### config.mk
export PLATFORM = sky130hd
export DESIGN_NAME = t05_huffman_decode
export DESIGN_NICKNAME = d
export VERILOG_FILES = /design/src/rtl/t05_huffman_pkg.sv /design/src/rtl/t05_huffman_decode.sv
export SDC_FILE = /design/constraint.sdc
export NUM_CORES = 1
export LEC_CHECK = 0
export ABC_AREA = 0
export BUFFER_PORTS_ARGS = -buffer_cell sky130_fd_sc_hd__clkbuf_2
export CORE_MARGIN = 4
export CORE_UTILIZATION = 52
export CTS_CLUSTER_SIZE = 20
export DETAILED_ROUTE_END_ITERATION = 7
export GPL_TIMING_DRIVEN = 0
export HOLD_SLACK_MARGIN = 0.03
export PLACE_DENSITY = 0.86
export SLEW_MARGIN = 20
export SYNTH_ARGS = -nofsm -noshare
export SYNTH_HDL_FRONTEND = slang
export SYNTH_SLANG_ARGS = --single-unit
### constraint.sdc
create_clock -name clk -period 2.9 [get_ports clk]
set_input_delay 0.145 -clock clk [delete_from_list [all_inputs] [get_ports clk]]
set_output_delay 0.145 -clock clk [all_outputs]
set_load 0.01 [all_outputs]
### src/rtl/t05_huffman_pkg.sv
// t05_huffman_pkg: shared states and node-word field positions for the Huffman decoder
package t05_huffman_pkg;
  typedef enum logic [2:0] {HEADER, FETCH, WALK, EMIT, DONE, ERROR} state_t;
  localparam int LEAF_BIT  = 15;
  localparam int CHAR_LSB  = 0;
  localparam int LEFT_LSB  = 7;
  localparam int RIGHT_LSB = 0;
  localparam int CHILD_W   = 7;
  localparam int HDR_BITS  = 32;
endpackage

### src/rtl/t05_huffman_decode.sv
// t05_huffman_decode: serial Huffman bitstream decoder walking an external node table
module t05_huffman_decode
  import t05_huffman_pkg::*;
#(
  parameter int NODE_AW   = 7,
  parameter int ROOT_IDX  = 0,
  parameter int MAX_DEPTH = 127
) (
  input  logic               clk,
  input  logic               rst,
  input  logic               bitIn,
  input  logic               bitValid,
  output logic               bitReady,
  output logic               nodeReq,
  output logic [NODE_AW-1:0] nodeAddr,
  input  logic               nodeAck,
  input  logic [15:0]        nodeData,
  output logic [7:0]         charOut,
  output logic               charValid,
  input  logic               charReady,
  output logic [31:0]        totChar,
  output logic               done,
  output logic               err
);
  state_t             state_q;
  logic [4:0]         hcnt_q;
  logic [31:0]        tot_q, tot_d, emit_q, emit_d;
  logic [6:0]         depth_q;
  logic [NODE_AW-1:0] ptr_q, child_d;
  logic [13:0]        node_q;
  logic               unused_node;
  // bit 14 of the node word carries no meaning for this decoder
  assign unused_node = nodeData[14];
  assign tot_d     = {tot_q[30:0], bitIn};
  assign emit_d    = emit_q + 32'd1;
  assign child_d   = NODE_AW'(bitIn ? node_q[RIGHT_LSB +: CHILD_W] : node_q[LEFT_LSB +: CHILD_W]);
  assign bitReady  = state_q == HEADER || state_q == WALK;
  assign nodeReq   = state_q == FETCH;
  assign nodeAddr  = ptr_q;
  assign charValid = state_q == EMIT;
  assign charOut   = charValid ? node_q[CHAR_LSB +: 8] : 8'd0;
  assign totChar   = tot_q;
  assign done      = state_q == DONE;
  assign err       = state_q == ERROR;
  // header capture, node fetch, bit-driven tree walk and character hand-off in one FSM
  always_ff @(posedge clk or posedge rst) begin
    if (rst) begin
      state_q <= HEADER;
      hcnt_q  <= '0;
      tot_q   <= '0;
      emit_q  <= '0;
      depth_q <= '0;
      ptr_q   <= NODE_AW'(ROOT_IDX);
      node_q  <= '0;
    end else begin
      case (state_q)
        HEADER: if (bitValid) begin
          tot_q  <= tot_d;
          hcnt_q <= hcnt_q + 5'd1;
          if (hcnt_q == 5'(HDR_BITS - 1)) begin
            state_q <= tot_d == 32'd0 ? DONE : FETCH;
            ptr_q   <= NODE_AW'(ROOT_IDX);
          end
        end
        FETCH: if (nodeAck) begin
          node_q  <= nodeData[13:0];
          state_q <= nodeData[LEAF_BIT] ? EMIT : WALK;
        end
        WALK: if (bitValid) begin
          if (depth_q == 7'(MAX_DEPTH)) begin
            state_q <= ERROR;
          end else begin
            depth_q <= depth_q + 7'd1;
            ptr_q   <= child_d;
            state_q <= FETCH;
          end
        end
        EMIT: if (charReady) begin
          emit_q  <= emit_d;
          depth_q <= '0;
          ptr_q   <= NODE_AW'(ROOT_IDX);
          state_q <= emit_d == tot_q ? DONE : FETCH;
        end
        default: state_q <= state_q;
      endcase
    end
  end
endmodule

# After elaboration in Yosys (flattened, before gate mapping)
# Index checks and enable logic that the tools add are counted.
[op_classes]
eq_ne = 14
multipliers = 0
order_cmp = 0
addsub = 3
mux = 21
bitwise_logic = 0
reduce_logical = 12
shift = 0
n_div = 0
[op_table]
columns = ["cell", "count"]
rows = [
  ["$mux W7", 8],
  ["$add A32 B1 Y32 const B", 1],
  ["$eq A32 B32 Y1", 1],
  ["$logic_not A32 Y1", 1],
  ["$mux W3", 8],
  ["$pmux W7 S3", 1],
  ["$pmux W7 S2", 1],
  ["$pmux W3 S4", 1],
  ["$reduce_and A6 Y1", 2],
  ["$mux W8", 1],
  ["$add A7 B1 Y7 const B", 1],
  ["$eq A7 B7 Y1 const B", 1],
  ["$eq A3 B2 Y1 const B", 2],
  ["$eq A3 B3 Y1 const B", 2],
  ["$ne A2 B1 Y1 const B", 3],
  ["$ne A2 B2 Y1 const B", 3],
  ["$reduce_and A2 Y1", 3],
  ["$add A5 B1 Y5 const B", 1],
  ["$eq A5 B5 Y1 const B", 1],
  ["$reduce_and A4 Y1", 1],
  ["$reduce_bool A4 Y1", 1],
  ["$eq A3 B1 Y1 const B", 1],
  ["$logic_not A3 Y1", 1],
  ["$reduce_bool A3 Y1", 1],
  ["other kinds (3)", 3],
]
[word_totals]
mem_bits_ro = 0
reg_bits = 100
inputBits = 22
memories = 0
ram_bits = 0
out_inout_bits = 52
latch_bits = 0

# Longest topological paths before layout
[depth]
ltp_word = 5
ltp_mapped = 10
depth_no_buf = 9

# Worst setup path after synthesis
# Ideal clock, no wire load.
[synth_timing]
kind = "register to register"
startpoint = "register emit_q[0]"
endpoint = "register state_q[2]"
required_time_ns = 2.827
period_less_slack_ns = 2.460
t_arrival_ns = 2.387
path_slack_ns = 0.440
setup_time_ns = 0.073
path_buffers = 1
stages_incl_launch_ff = 11
path_cell_list = "dfrtp_1 > ha_1 > nand3_2 > nor3_2 > buf_4 > nand3b_1 > o21ai_1 > a22oi_1 > or4b_1 > o31a_1 > a21oi_2"
[synth_via]
elab_chain_cells = 5
[synth_lines]
columns = ["item", "line", "source"]
rows = [
  ["start: declaration", "t05_huffman_decode.sv:27", "logic [31:0] tot_q, tot_d, emit_q, emit_d;"],
  ["start signal: assignment", "t05_huffman_decode.sv:79", "emit_q <= emit_d;"],
  ["$add A32 B1 Y32", "t05_huffman_decode.sv:35", "assign emit_d = emit_q + 32'd1;"],
  ["$eq A32 B32 Y1", "t05_huffman_decode.sv:82", "state_q <= emit_d == tot_q ? DONE : FETCH;"],
  ["$mux W3", "t05_huffman_decode.sv:82", ""],
  ["$mux W3", "t05_huffman_decode.sv:78", "EMIT: if (charReady) begin"],
  ["$pmux W3 S4", "t05_huffman_decode.sv:56", "case (state_q)"],
  ["end signal: assignment", "t05_huffman_decode.sv:61", "state_q <= tot_d == 32'd0 ? DONE : FETCH;"],
  ["end signal: assignment", "t05_huffman_decode.sv:82", ""],
  ["end signal: assignment", "t05_huffman_decode.sv:84", "default: state_q <= state_q;"],
  ["end: declaration", "t05_huffman_decode.sv:25", "state_t state_q;"],
]
# Every way passes these cells. The select of a mux whose other input is x is not followed.
# A chain may end at the register's enable or synchronous reset.

# Worst setup path after layout
[layout_timing]
startpoint = "register emit_q[1]"
endpoint = "register state_q[2]"
# Same word-level chain as after synthesis.

==> out/metrics.yaml <==
outcome: "finished clean"
cts_tree: "done"
die_area_sq_um: 12200
crit_family: "simple AND/OR/NAND/NOR gates"
grt_usage_pct: 23.2
start_util_pct: 53.1
ys_ff_latch: 100
multi_input_area_sq_um: 2830
hold_violations: 0
route.vias.total: 4430
cts.sinks: 100
worstPathArrival_ns: 3.10
drc: 0
worstHoldStart: "nodeData[15]"
synth-seq-area-share_pct: 45.9
whs_endpoint: "state_q[0]"
synth.distinct_cells: 62
drv_cap: 0
drtAntennaViolNets: 0
grt_pass1_vias: 4686
crit_path_start_kind: "flop"
r2r_cells: 10
io_pins: 74
synth-warning-count: 0
r2r-start: "emit_q[1]"
syn_avg_cell_area_sq_um: 10.6
end_kind: "flop"
path_cells: "buf_4 > nand3_2 > or2_1 > buf_2 > nor3_2 > nand4_1 > xnor2_1 > or4b_1 > o31a_1 > a21oi_2"
rows: 37
finalMaxSlewViolations: 0
syn_area_sq_um: 5460
asyncSetResetFlopFracSynth_pct: 100
core_sq_um: 10300
clkSlewWorstSetupHoldPaths_ns: 0.10
synth_nets: 543
die_x_um: 110
vdd_drop_max_mv: 0.265
critPathMaxFanout: 6
drive_gt1_share_pct: 28.4
total_power_mw: 2.51
root_buffer: "clkbuf_8"
critPathLaunch: "emit_q[1]"
first_pass_iters: 5
clock_skew_ns: 0.0128
vias_per_cell: 5.81
grt_max_degree: 57
hold_class: "in -> reg"
slowest_delay_ns: 0.46
die_h_um: 110
timing.rr.end: "state_q[2]"
postPlaceCellArea_sq_um: 6010
max_freq_ghz: 0.359
num-fill-cells: 819
grt_overflow: 0
drt_iter0_drc: 341
antenna_found_initial: 0
fin_crit_ns: 2.79
insertion_delay_ns: 0.38
final_net_count: 647
drt_wl_total_mm: 14.2
crit_slowest_cell: "dfrtp_1"
grt_pass1_wl_mm: 23.3
crit_buf_inv: 2
numCtsBuffers: 9
finalCritPeriodShare_pct: 96.1
register_area_sq_um: 2500
slew_headroom_pct: 27.9
p_leak_nw: 3.12
final_util_pct: 63.0
area_growth_pct: 18.8
numPortBuffers: 71
cts_buffer_depth: 2
min_path_cells: 3
syn_inst: 517
diodes: 0
finalSetupViolations: 0
p_per_area_nw_per_um2: 388
critPathKind: "reg -> reg"
reg2reg_slack_ns: 0.11
fin_area_sq_um: 6480
synth_top_flop_cell: "dfrtp_1"
synth_edf_count: 0
dp_hpwl_mm: 10.0
tightest_slew_ns: 1.08
critPathRequiredTime_ns: 3.21
wl_per_cell_um: 18.6
cts_max_level: 3
place_congestion: 0.912
-- synthesized netlist by cell type (8+ instances only) --
| cell | count | area, sq um |
|---|---|---|
| mux2i_1 | 8 | 80.1 |
| inv_1 | 9 | 33.8 |
| mux2_2 | 54 | 608 |
| and3_1 | 10 | 62.6 |
| nand3_1 | 16 | 80.1 |
| nand4_1 | 17 | 106 |
| and2_1 | 11 | 68.8 |
| nor3_1 | 20 | 100 |
| nor4_1 | 12 | 75.1 |
| xnor2_1 | 52 | 455 |
| clkbuf_1 | 15 | 56.3 |
| dfrtp_1 | 100 | 2500 |
| buf_2 | 8 | 40.0 |
| xor2_1 | 26 | 228 |
| nand2_1 | 39 | 146 |
| nor2_1 | 39 | 146 |
-- timing repair --
action                                  CTS  global route
hold buffers                             15             0
endpoints found under the hold margin    58             0
gates resized for setup                   0             9
buffers inserted                          0             6
endpoints found under the setup margin    0             2
-- layout by cell type (no fill, tap or decap), drive strengths merged, types with 6 or more instances in the layout --
| master | n |
|---|---|
| inv | 12 |
| nand3 | 18 |
| nand4 | 21 |
| and3 | 10 |
| xnor2 | 52 |
| nor4 | 13 |
| nor2 | 40 |
| o21ai | 6 |
| nor4b | 6 |
| xor2 | 26 |
| nor3 | 24 |
| dlygate4sd3 | 15 |
| buf | 18 |
| clkbuf | 97 |
| mux2i | 8 |
| nand2 | 39 |
| mux2 | 54 |
| dfrtp | 100 |
| and2 | 11 |
-- cell type report --
cell class,count,area share [%]
Multi-Input combinational cell,380,43.7
Tap cell,136,2.63
Clock buffer,9,1.91
Buffer,28,1.93
Timing Repair Buffer,93,8.92
Inverter,9,0.599
Clock inverter,7,1.62
Sequential cell,100,38.6
-- cell families (layout without fill, tap and decap cells) --
logic type               Yosys count  in the layout  synth area share (%)
AND/OR/NAND/NOR                  196            196                  19.9
flip-flops                       100            100                  45.9
XOR/XNOR                          78             78                  12.5
multiplexers                      62             62                  12.6
AO/OA/AOI/OAI                     40             40                  5.37
buffers and inverters             37            146                  2.84
adder cells (fa/ha/maj)            4              4                 0.917
-- routing by layer --
metal	GRT usage, %	share of wire [%]
met5	0	0
met4	7.64	2.6
met3	5.86	7.1
met2	39.9	50
met1	28.4	40
-- through the flow --
stage | cells | hold WS, ns | setup TNS [ns] | worst slack (ns)
after global placement | 724 | 0.376 | -84.04 | -0.847
after CTS | 756 | 0.149 | 0 | 0.0178
after global routing | 762 | 0.151 | -0.0198 | -0.0198
after floorplan | 517 | 0.297 | 0 | 0.136
final | 762 | 0.155 | 0 | 0.114
after detailed placement | 725 | 0.189 | 0 | 0.0928
-- flip-flops by register name (all words and copies together), names as in the netlist --
| signal | cells |
|---|---|
| emit_q | 32 |
| totChar | 32 |
| node_q | 14 |
| depth_q | 7 |
| nodeAddr | 7 |
| hcnt_q | 5 |
| state_q | 3 |
-- worst reg2reg max path, cell delays in order, from the launching register on --
cell and delay (ns):
dfrtp_1 0.46, buf_4 0.15, nand3_2 0.18, or2_1 0.28, buf_2 0.16, nor3_2 0.23
nand4_1 0.20, xnor2_1 0.25, or4b_1 0.46, o31a_1 0.27, a21oi_2 0.10
-- worst max-delay path by stage --
stage,end,slack (ns),cells past startpoint
2_1_floorplan,depth_q[0],0.14,1
3_3_place_gp,totChar[18],-0.85,2
3_5_place_dp,state_q[0],0.09,10
4_1_cts,state_q[0],0.02,10
5_1_grt,state_q[2],-0.02,9
6_report,state_q[2],0.11,10
-- report_power, final --
group | switching, mW | internal (mW)
clock network | 0.534 | 0.500
registers | 0.00324 | 1.40
logic | 0.0453 | 0.0342
Power figures use the tool's default switching activity.
